===== src/rtl/program_loader.sv =====
// Byte-stream loader: parses header/address/count/payload into 32-bit word writes on the core load port.
// Strobe follows the 4th payload byte by one cycle; in_ready drops only during that write cycle.
module program_loader #(
  parameter int         ADDRESS_WIDTH  = 16,
  parameter logic [7:0] CMD_WRITE_INST = 8'h01,
  parameter logic [7:0] CMD_WRITE_DATA = 8'h02,
  parameter logic [7:0] CMD_RUN        = 8'h03,
  parameter logic [7:0] CMD_STOP       = 8'h04
) (
  input  logic                     clock,
  input  logic                     reset,
  input  logic                     in_valid,
  input  logic [7:0]               in_data,
  output logic                     in_ready,
  output logic [ADDRESS_WIDTH-1:0] ext_write_address,
  output logic [31:0]              ext_write_data,
  output logic                     ext_enable_write_inst,
  output logic                     ext_enable_write_data,
  output logic                     run,
  output logic                     busy,
  output logic                     error,
  output logic [15:0]              words_written
);

  typedef enum logic [2:0] {IDLE, ADDR_LO, ADDR_HI, COUNT, DATA, WRITE} state_t;

  state_t                   state, state_n;
  logic [ADDRESS_WIDTH-1:0] address, address_n;
  logic [8:0]               remaining, remaining_n;
  logic [1:0]               byte_index, byte_index_n;
  logic [23:0]              word, word_n;
  logic                     target_inst, target_inst_n;
  logic                     drop, drop_n;
  logic                     run_n, error_n;
  logic [15:0]              words_written_n;
  logic [ADDRESS_WIDTH-1:0] write_address_n;
  logic [31:0]              write_data_n;
  logic                     write_inst_n, write_data_en_n;
  logic                     transfer;

  assign transfer = in_valid & in_ready;

  always_comb begin
    state_n         = state;
    address_n       = address;
    remaining_n     = remaining;
    byte_index_n    = byte_index;
    word_n          = word;
    target_inst_n   = target_inst;
    drop_n          = drop;
    run_n           = run;
    error_n         = error;
    words_written_n = words_written;
    write_address_n = ext_write_address;
    write_data_n    = ext_write_data;
    write_inst_n    = 1'b0;
    write_data_en_n = 1'b0;
    case (state)
      IDLE: if (transfer) begin
        if (in_data == CMD_WRITE_INST || in_data == CMD_WRITE_DATA) begin
          target_inst_n = (in_data == CMD_WRITE_INST);
          drop_n        = run;
          state_n       = ADDR_LO;
        end else if (in_data == CMD_RUN) begin
          run_n = 1'b1;
        end else if (in_data == CMD_STOP) begin
          run_n = 1'b0;
        end else begin
          error_n = 1'b1;
        end
      end
      ADDR_LO: if (transfer) begin
        address_n[7:0] = in_data;
        state_n        = ADDR_HI;
      end
      ADDR_HI: if (transfer) begin
        address_n[15:8] = in_data;
        state_n         = COUNT;
      end
      COUNT: if (transfer) begin
        // A zero count byte encodes a full 256-word burst.
        remaining_n  = (in_data == 8'd0) ? 9'd256 : {1'b0, in_data};
        byte_index_n = 2'd0;
        state_n      = DATA;
      end
      DATA: if (transfer) begin
        byte_index_n = byte_index + 2'd1;
        case (byte_index)
          2'd0: word_n[7:0]   = in_data;
          2'd1: word_n[15:8]  = in_data;
          2'd2: word_n[23:16] = in_data;
          default: begin
            // Output registers load here so the strobe is visible during WRITE.
            state_n         = WRITE;
            write_address_n = address;
            write_data_n    = {in_data, word};
            if (drop) begin
              error_n = 1'b1;
            end else begin
              write_inst_n    = target_inst;
              write_data_en_n = !target_inst;
              words_written_n = words_written + 16'd1;
            end
          end
        endcase
      end
      WRITE: begin
        address_n    = address + ADDRESS_WIDTH'(4);
        remaining_n  = remaining - 9'd1;
        byte_index_n = 2'd0;
        state_n      = (remaining == 9'd1) ? IDLE : DATA;
      end
      default: state_n = IDLE;
    endcase
  end

  always_ff @(posedge clock or posedge reset) begin
    if (reset) begin
      state                 <= IDLE;
      address               <= '0;
      remaining             <= '0;
      byte_index            <= '0;
      word                  <= '0;
      target_inst           <= 1'b0;
      drop                  <= 1'b0;
      in_ready              <= 1'b1;
      busy                  <= 1'b0;
      run                   <= 1'b0;
      error                 <= 1'b0;
      words_written         <= '0;
      ext_write_address     <= '0;
      ext_write_data        <= '0;
      ext_enable_write_inst <= 1'b0;
      ext_enable_write_data <= 1'b0;
    end else begin
      state                 <= state_n;
      address               <= address_n;
      remaining             <= remaining_n;
      byte_index            <= byte_index_n;
      word                  <= word_n;
      target_inst           <= target_inst_n;
      drop                  <= drop_n;
      in_ready              <= (state_n != WRITE);
      busy                  <= (state_n != IDLE);
      run                   <= run_n;
      error                 <= error_n;
      words_written         <= words_written_n;
      ext_write_address     <= write_address_n;
      ext_write_data        <= write_data_n;
      ext_enable_write_inst <= write_inst_n;
      ext_enable_write_data <= write_data_en_n;
    end
  end

endmodule


===== config.mk =====
export PLATFORM = sky130hd
export DESIGN_NAME = program_loader
export DESIGN_NICKNAME = d
export VERILOG_FILES = /design/src/rtl/program_loader.sv
export SDC_FILE = /design/constraint.sdc
export NUM_CORES = 1
export LEC_CHECK = 0
export ABC_AREA = 1
export CORE_MARGIN = 10
export CORE_UTILIZATION = 59
export CTS_BUF_LIST = sky130_fd_sc_hd__clkbuf_16
export DETAILED_ROUTE_END_ITERATION = 16
export PLACE_DENSITY = 0.86
export SETUP_SLACK_MARGIN = 0.02
export SKIP_CTS_REPAIR_TIMING = 1
export SYNTH_ARGS = -nofsm -noshare
export SYNTH_HDL_FRONTEND = slang
export SYNTH_SLANG_ARGS = --single-unit

===== constraint.sdc =====
create_clock -name clock -period 8.2 [get_ports clock]
set_clock_uncertainty 0.1 [all_clocks]
set_input_delay 1.64 -clock clock [delete_from_list [all_inputs] [get_ports clock]]
set_output_delay 1.64 -clock clock [all_outputs]
set_load 0.02 [all_outputs]

Word level (Yosys, flattened, before mapping)
Index checks and enable logic that the tools add are counted.

Memories kept: 0. Word-level logic and storage cells: 111. RAM bits: 0. Bits in registers: 126. Bits of input ports: 11. Output and inout port bits: 70. Memory bits (read-only): 0. Latch bits: 0.

$add $sub $neg: 4. Multiplexer cells: 36. Reductions and logical operators: 25. Div/mod/pow operators: 0. Equality and inequality tests: 23. Bitwise logic cells: 4. $lt $le $gt $ge: 0. $mul: 0. Shifts and indexed selects: 0.

Operators with widths (count): $pmux W8 S2 (2); $mux W3 (8); $ne A2 B2 Y1 const B (10); $mux W9 (2); $pmux W3 S6 (1); $pmux W9 S2 (1); $reduce_and A3 Y1 (6); $mux W1 (17); $add A16 B1 Y16 const B (1); $add A16 B3 Y16 const B (1); $eq A8 B2 Y1 const B (2); $reduce_bool A2 Y1 (5); $eq A9 B1 Y1 const B (1); $sub A9 B1 Y9 const B (1); $eq A8 B1 Y1 const B (1); $eq A8 B3 Y1 const B (1); $logic_not A8 Y1 (1); $mux W8 (1); $reduce_and A4 Y1 (2); $reduce_and A8 Y1 (1); $eq A3 B2 Y1 const B (2); $eq A3 B3 Y1 const B (2); $pmux W2 S3 (1); $reduce_and A2 Y1 (3); other kinds (15) (19).

Longest topological paths before layout
Gate-level depths: netlist of run 1.

Depth in word-level cells: 6. Gate-level depth with buffers: 9. Mapped depth without buffers: 9.

Worst setup path after synthesis of run 1
No wires, ideal clock.

Path type: input to register. Start: input port in_valid. End: register ext_write_address[0]. Path buffers: 1. Required time: 7975 ps. Stages: 5. Data arrival time: 2446 ps. Library setup time: 125 ps. Setup slack: 5529 ps. Path through: nand2_1 nor2_1 nand2_1 buf_2 mux2_2.

Longest elaborated chain between the ends: 2.

RTL lines: start, declared (RTL line 12) `input logic in_valid,`; $and A1 B1 Y1 (RTL line 41) `assign transfer = in_valid & in_ready;`; $reduce_and A3 Y1 (no line); end signal, assigned (RTL line 148) `ext_write_address <= write_address_n;`; end, declared (RTL line 15) `output logic [ADDRESS_WIDTH-1:0] ext_write_address,`.

No other way between the ends. A chain may end at the register's enable or synchronous reset.

Final worst setup path of run 1
Start: input port in_valid. End: register ext_write_address[4].

The elaborated chain is that of the path after synthesis.

==> results of run 1 <==
==> power breakdown <==
group | internal, mW | switching (mW) | total (mW)
Clock | 0.451 | 0.299 | 0.750
Combinational | 0.344 | 0.522 | 0.866
Sequential | 0.843 | 0.143 | 0.986
Total | 1.64 | 0.964 | 2.60
==> worst min-delay path by stage <==
stage                                       end  slack (ns)   startpoint  cells after the start
after floorplan           ext_enable_write_data        0.30  target_inst                      1
after global placement    ext_enable_write_data        0.32  target_inst                      1
after detailed placement  ext_enable_write_data        0.32  target_inst                      1
after CTS                 ext_enable_write_data        0.34  target_inst                      1
after global routing      ext_enable_write_data        0.37  target_inst                      1
final                     ext_enable_write_data        0.34  target_inst                      1
==> flip-flops by register name (all words and copies together) (netlist names) <==
signal and count:
address 16, busy 1, byte_index 2, drop 1, error 1, ext_enable_write_data 1, ext_enable_write_inst 1, ext_write_address 16
ext_write_data 32, in_ready 1, remaining 9, run 1, state 3, target_inst 1, word 24, words_written 16
==> placed cells by master (no fill, tap or decap), types with 3 or more instances in the layout <==
| master | synthesis | final |
|---|---|---|
| inv_6 | 0 | 4 |
| ha_1 | 8 | 8 |
| o211ai_1 | 11 | 11 |
| inv_1 | 89 | 88 |
| mux2_2 | 6 | 6 |
| nor2_1 | 63 | 63 |
| nand2_2 | 3 | 4 |
| o22ai_1 | 3 | 3 |
| a21oi_1 | 7 | 7 |
| dfrtp_1 | 125 | 125 |
| clkinvlp_4 | 0 | 4 |
| o21ai_1 | 14 | 14 |
| xor2_1 | 8 | 8 |
| inv_2 | 3 | 3 |
| nand2_1 | 226 | 225 |
| clkbuf_16 | 0 | 17 |
| nor2_4 | 4 | 4 |
| nand3_1 | 32 | 32 |
| o21ai_0 | 79 | 79 |
| nand4_1 | 9 | 9 |
| clkdlybuf4s50_1 | 0 | 80 |
==> through the flow <==
step | hold slack (ns) | area, um^2 | power, mW | std cells
finish | 0.342 | 7380 | 2.60 | 952
global route | 0.368 | 7380 | 2.75 | 952
CTS | 0.340 | 7380 | 2.60 | 952
detailed placement | 0.321 | 6790 | 1.84 | 920
global placement | 0.315 | 6790 | 1.79 | 920
floorplan | 0.303 | 5920 | 1.48 | 725
==> critical path, stage by stage <==
cell and delay, ns:
clkdlybuf4s50_1 0.41, nand2_1 0.20, nor2_1 0.10, nand2_2 0.57, buf_4 0.51, mux2_2 0.38
==> logic make-up after synthesis <==
logic type	share of synthesized area, %
multiplexers	1.14
adder cells (fa/ha/maj)	1.69
buffers and inverters	7.80
XOR/XNOR	1.33
AND/OR/NAND/NOR	24.2
flip-flops	53.3
AO/OA/AOI/OAI	10.5
==> cell type report <==
class	instances	area (um^2)
flip-flops and latches	126	3150
fillers	683	2390
multi-input cells	486	2300
repair buffers	82	816
clock buffers	17	425
inverters	93	352
well taps	133	166
clock inverters	15	163
==> metal layers <==
layer,GRT usage [%],vias up,part of all wire (%)
li1,-,2471,-
met1,28.0,2489,41
met2,37.9,218,49
met3,5.25,39,7.4
met4,8.60,0,2.5
met5,0,-,0
==> out/metrics.yaml, run 1 <==
numClockSinks: 126
ys_types: 33
dp_hpwl_mm: 10.8
dieArea_mm2: 0.0144
status: "finished, final reports clean"
ys_warn_count: 0
wirelength_mm: 15.7
numCtsBuffers: 17
netlist_area_mm2: 0.00592
crit_path_end: "ext_write_address[4]"
endpoint_kind: "flip-flop"
final_antenna_net_count: 0
grt_setup_unrepaired: "false"
hold_viol_final: 0
synth_edf_count: 0
setup_violations: 0
layout-drive-gt1-share_pct: 6.72
grtUsageTotal_pct: 22.7
synth_top_area_share_pct: 52.9
grt_start_max_net_pins: 77
grt_pass1_vias: 5205
clkSlewWorstSetupHoldPaths_ns: 0.06
dr.pass1.iters: 6
peakVddDrop_mv: 0.180
grt_pass1_wl_mm: 26.5
post-route-util_pct: 75.5
antenna_cells: 0
drc: 0
crit_arrival_ns: 3.82
finalNetCount: 825
async_flop_share_pct: 100
path_max_fanout: 48
cts.htree.levels: 4
initial_core_util_pct: 60.5
drv_cap: 0
ys_seq_area_share_pct: 53.3
grt-ovfl-total: 0
ios: 81
fp.dieH_um: 120
rows: 36
avgSynthCellArea_um2: 8.16
die_w_um: 120
yosys.area.top_type: "dfrtp_1"
cts_tree: "yes"
num_vias: 5217
synth_area_leaders: "dfrtp_1, nand2_1, o21ai_0"
syn-num-nets: 744
max-slew-margin-rel_pct: 37.7
core_mm2: 0.00977
finalCriticalPeriod_ns: 3.61
fin_crit_sh_pct: 44.1
antenna_found_initial: 0
fin_ws_ns: 4.59
synthFlopType: "dfrtp_1"
clockBufferDepth: 2
drv_slew: 0
reg2reg_depth: 6
clock_latency_ns: 0.42
cellLeakagePower_nw: 3.51
path_class: "primary input to flip-flop"
synthCells: 725
worst_r2r_endpoint: "remaining[7]"
worst_pin_slew_ns: 0.933
cellPowerDensity_mw_per_mm2: 353
r2r_start: "state[0]"
numPortBuffers: 80
crit_path_start_kind: "primary input"
final.setup.tns_ns: 0
clock-root-buffer: "clkbuf_16"
fmax_mhz: 277
pre_cts_ws_ns: 4.21
dr.first_iter.drc_count: 567
reg2reg_slack_ns: 5.48
critPathRequiredTime_ns: 8.40
ys_ff_latch: 126
gp_congestion: 0.938
hold_path_class: "flip-flop to flip-flop"
vias_per_cell: 5.48
critPathLaunch: "in_valid"
syn_to_final_growth_pct: 24.7
synthTopCellsByCount: "nand2_1, dfrtp_1, inv_1, o21ai_0, nor2_1"
yosysMostFrequentCell: "nand2_1"
wl_per_cell_um: 16.5
(Power assumes the default switching activity.)
==> run 2: changes to the inputs <==
Settings changed: CORE_UTILIZATION 59 to 50, PLACE_DENSITY 0.86 to 0.78.
Clock period 8.2 ns to 3 ns, I/O delays scaled along.
==> out/metrics.yaml, run 2 (synthesized netlist as in run 1, its figures left out) <==
setup_violations: 0  # unchanged
grt_pass1_vias: 5022  # -3.5%
crit_path_max_incr_delay_ns: 0.60  # +0.03 ns
dr.first_iter.drc_count: 454  # -20%
vias_per_cell: 5.28  # -3.7%
hold_path_class: "flip-flop to flip-flop"
drc: 0  # unchanged
core_mm2: 0.0115  # +18%
whs_ns: 0.326  # -0.0161 ns
largest_register_ffs: 32  # unchanged
reg_top3: "ext_write_data (32), word (24)"
peakVddDrop_mv: 0.454  # +150%
wirelength_mm: 14.9  # -4.9%
p_int_mw: 4.55  # +180%
comb_power_share_pct: 32.8  # -0.5 points
layout_commonest_cell: "nand2_1"
numClockSinks: 126  # unchanged
path_buf_inv: 1  # -1
fmax_mhz: 446
design_area_mm2: 0.00747  # +1.2%
cts.htree.levels: 4  # unchanged
gp_congestion: 0.901  # -4.0%
path_class: "flip-flop to primary output"
ios: 81  # unchanged
hold_depth: 1  # unchanged
finalNetCount: 831  # +0.73%
critical_path.cell_chain: "clkdlybuf4s50_1"
clkSlewWorstSetupHoldPaths_ns: 0.06  # about the same
grt_start_max_net_pins: 61  # -21%
cp_num_cells: 1  # -5
grt_pass1_wl_mm: 24.9  # -5.8%
reg2reg_depth: 7  # +1
clock_power_share_pct: 29.2  # +0.4 points
worst_pin_slew_ns: 0.626  # -0.307 ns
wl_per_cell_um: 15.5  # -6.4%
clock_latency_ns: 0.42  # about the same
critPathRequiredTime_ns: 2.30  # -6.10 ns
clockBufferDepth: 2  # unchanged
mostFrequentLayoutCells: "nand2_1, dfrtp_1, inv_1"
max-slew-margin-rel_pct: 58.2  # +21 points
numPortBuffers: 80  # unchanged
netSwitchingPower_mw: 2.53  # +160%
reg2reg_slack_ns: 0.96  # -4.52 ns
grt-ovfl-total: 0  # unchanged
drv_slew: 0  # unchanged
total_power_mw: 7.08  # +170%
swShare_pct: 35.7  # -1.3 points
grt_setup_unrepaired: "false"
fin_crit_sh_pct: 74.8
endpoint_kind: "primary output"
rows: 39  # +8.3%
crit_path_start_kind: "flip-flop"
cellPowerDensity_mw_per_mm2: 948  # +170%
die_w_um: 129  # +7.2%
initial_core_util_pct: 51.4  # -9.2 points
fp.dieH_um: 129  # +7.2%
layout-drive-gt1-share_pct: 7.28  # +0.57 points
nFillCells: 933  # +37%
syn_to_final_growth_pct: 26.2
antenna_found_initial: 0  # unchanged
drv_cap: 0  # unchanged
antenna_cells: 0  # unchanged
dp_hpwl_mm: 10.8  # +0.53%
numCtsBuffers: 17  # unchanged
layout.area.seq_mm2: 0.00315  # unchanged
critPathSlowestCell: "clkdlybuf4s50_1"
post-route-util_pct: 64.9  # -11 points
path_max_fanout: 2  # -96%
dr.pass1.iters: 5  # -1
seq_power_share_pct: 38.1  # +0.2 points
dieArea_mm2: 0.0166  # +15%
clock-root-buffer: "clkbuf_16"
num_vias: 5102  # -2.2%
crit_arrival_ns: 1.54  # -2.28 ns
finalCriticalPeriod_ns: 2.24
multiInputGateArea_mm2: 0.00230  # unchanged
hold_viol_final: 0  # unchanged
critPathTopFamily: "buffers and inverters"
status: "finished, final reports clean"
place_area_mm2: 0.00688  # +1.2%
cts_tree: "yes"
cellLeakagePower_nw: 3.54  # +0.99%
largest-register: "ext_write_data"
grtUsageTotal_pct: 18.9  # -3.8 points
final_antenna_net_count: 0  # unchanged
final.setup.tns_ns: 0  # unchanged
==> run 2: cell types whose count changed in the layout (fill, tap and decap cells not counted), sizes merged <==
cell / before / now
bufinv: 2 / 3
inv: 97 / 93
clkinvlp: 4 / 5
buf: 2 / 8
clkinv: 5 / 6
==> run 2: area by class of cell <==
| type | instances | share of cell area (%) |
|---|---|---|
| flip-flops and latches | 126 | 42.2 |
| multi-input cells | 486 | 30.8 |
| repair buffers | 88 | 11.9 |
| clock buffers | 17 | 5.70 |
| inverters | 93 | 4.72 |
| well taps | 143 | 2.40 |
| clock inverters | 14 | 2.26 |
==> run 2: power by group through the flow <==
stage | Combinational, mW | Sequential [mW] | Clock (mW)
finish | 2.32 | 2.69 | 2.06
global route | 2.58 | 2.77 | 2.18
CTS | 2.35 | 2.70 | 2.10
detailed placement | 2.34 | 2.70 | 0
global placement | 2.25 | 2.69 | 0
floorplan | 1.08 | 2.97 | 0
==> run 2: final timing paths <==
path | from | to
min reg2reg | target_inst | ext_enable_write_data
min in group asynchronous | reset | ext_write_data[8]
max | in_ready | in_ready
max in group asynchronous | reset | in_ready
max reg2reg | state[0] | remaining[7]
min | target_inst | ext_enable_write_data
==> run 2: through the flow <==
stage | cells | setup slack [ns]
after floorplan | 725 | 0.748
after global placement | 936 | 0.555
after detailed placement | 936 | 0.465
after CTS | 967 | 0.736
after global routing | 967 | 0.710
final | 967 | 0.757
==> run 2: per-layer routing <==
layer	share of wire, %	vias up	GRT usage [%]
met4	1.9	0	6.82
met5	0	-	0
li1	-	2482	-
met3	7.3	26	6.12
met2	49	170	31.1
met1	42	2424	22.8
==> run 3: changes to the inputs <==
Clock period 3 ns to 2 ns, I/O delays scaled along.
==> out/metrics.yaml, run 3 (synthesized netlist as in run 1, its figures left out) <==
status: "finished, final reports clean"
layout-drive-gt1-share_pct: 9.42  # +2.1 points
fp.dieH_um: 129  # unchanged
grtUsageTotal_pct: 19.8  # +0.92 points
drv_slew: 0  # unchanged
fmax_mhz: 518
p_int_mw: 6.94  # +52%
grt_start_max_net_pins: 64  # +4.9%
numPortBuffers: 80  # unchanged
dieArea_mm2: 0.0166  # unchanged
wl_per_cell_um: 15.8  # +2.2%
clock-root-buffer: "clkbuf_16"
finalNetCount: 855  # +2.9%
design_area_mm2: 0.00776  # +3.9%
critPathSlowestCell: "clkdlybuf4s50_1"
dr.pass1.iters: 5  # unchanged
path_buf_inv: 1  # unchanged
drv_cap: 0  # unchanged
num_vias: 5268  # +3.3%
pre_cts_ws_ns: -0.128  # -0.593 ns
crit_arrival_ns: 1.43  # -0.11 ns
numClockSinks: 126  # unchanged
final_antenna_net_count: 0  # unchanged
fin_crit_sh_pct: 96.6
core_mm2: 0.0115  # unchanged
hold_viol_final: 0  # unchanged
largest_register_ffs: 32  # unchanged
grt-ovfl-total: 0  # unchanged
drc: 0  # unchanged
netSwitchingPower_mw: 3.83  # +51%
clockBufferDepth: 2  # unchanged
dr.first_iter.drc_count: 549  # +21%
swShare_pct: 35.5  # -0.17 points
reg_top3: "ext_write_data (32), word (24)"
clock_latency_ns: 0.42  # about the same
total_power_mw: 10.8  # +52%
vias_per_cell: 5.31  # +0.65%
grt_setup_unrepaired: "false"
cellLeakagePower_nw: 3.88  # +9.6%
layout_commonest_cell: "nand2_1"
syn_to_final_growth_pct: 31.1
fin_ws_ns: 0.0683  # -0.688 ns
ios: 81  # unchanged
die_w_um: 129  # unchanged
antenna_cells: 0  # unchanged
endpoint_kind: "primary output"
critPathTopFamily: "buffers and inverters"
worst_pin_slew_ns: 0.360  # -0.266 ns
rows: 39  # unchanged
place_area_mm2: 0.00713  # +3.7%
critPathRequiredTime_ns: 1.50  # -0.80 ns
max-slew-margin-rel_pct: 75.9  # +18 points
finalCriticalPeriod_ns: 1.93
peakVddDrop_mv: 0.814  # +79%
comb_power_share_pct: 34.1  # +1.3 points
seq_power_share_pct: 37.5  # -0.6 points
setup_violations: 0  # unchanged
clock_power_share_pct: 28.4  # -0.8 points
grt_pass1_vias: 5288  # +5.3%
post-route-util_pct: 67.4  # +2.5 points
gp_congestion: 0.914  # +1.5%
hold_path_class: "primary input to async pin"
cts_tree: "yes"
antenna_found_initial: 0  # unchanged
cellPowerDensity_mw_per_mm2: 1390  # +46%
wirelength_mm: 15.7  # +4.9%
initial_core_util_pct: 51.4  # unchanged
path_max_fanout: 2  # unchanged
cts.htree.levels: 4  # unchanged
clkSlewWorstSetupHoldPaths_ns: 0.06  # about the same
dp_hpwl_mm: 11.3  # +4.8%
whs_ns: 0.121  # -0.205 ns
crit_path_start_kind: "flip-flop"
mostFrequentLayoutCells: "nand2_1, dfrtp_1, inv_1"
grt_pass1_wl_mm: 26.2  # +5.2%
largest-register: "ext_write_data"
numCtsBuffers: 17  # unchanged
crit_path_max_incr_delay_ns: 0.62  # +0.02 ns
critical_path.cell_chain: "clkdlybuf4s50_1"
path_class: "flip-flop to primary output"
[run 3: cell count changes in the layout (fill, tap and decap cells not counted)]
| cell | change |
|---|---|
| clkinv_4 | -1 |
| buf_12 | +6 |
| inv_1 | +4 |
| clkdlybuf4s50_1 | -18 |
| clkinvlp_4 | -1 |
| inv_6 | -1 |
| clkinv_2 | -1 |
| buf_4 | +18 |
| dlymetal6s2s_1 | +18 |
| clkinv_1 | +1 |
[run 3: stage by stage]
step / cells / setup TNS, ns
after floorplan: 725 / -6.56
after global placement: 960 / -0.221
after detailed placement: 960 / -0.445
after CTS: 992 / -0.183
after global routing: 992 / 0
final: 992 / 0
[run 3: final timing paths]
check	start	to	slack, ns	depth (start not counted)
setup / recovery	ext_write_data[4]	ext_write_data[4]	0.07	1
hold / removal	reset	ext_write_data[8]	0.12	2
setup reg to reg	in_ready	words_written[10]	0.19	8
hold reg to reg	target_inst	ext_enable_write_data	0.33	1
max in group asynchronous	reset	in_ready	1.11	3
min in group clock	target_inst	ext_enable_write_data	0.33	1
[run 3: area by class of cell]
cell class	instances	area, um^2
well taps	143	179
flip-flops and latches	126	3150
clock inverters	15	158
inverters	93	353
repair buffers	112	1190
multi-input cells	486	2300
clock buffers	17	425
fillers	924	3760
[run 3: power by group through the flow]
| stage | clock [mW] | combinational (mW) | sequential [mW] |
|---|---|---|---|
| detailed placement | 0 | 3.68 | 4.05 |
| CTS | 3.08 | 3.72 | 4.03 |
| global route | 3.19 | 4.06 | 4.14 |
| global placement | 0 | 3.55 | 4.01 |
| floorplan | 0 | 1.62 | 4.46 |
| finish | 3.06 | 3.67 | 4.03 |
[run 3: metal layers]
layer,part of all wire [%],vias to the layer above,global-route usage [%]
met3,6.2,35,5.50
met1,43,2537,24.1
met2,49,169,32.7
met5,0,-,0
li1,-,2527,-
met4,2.2,0,7.89
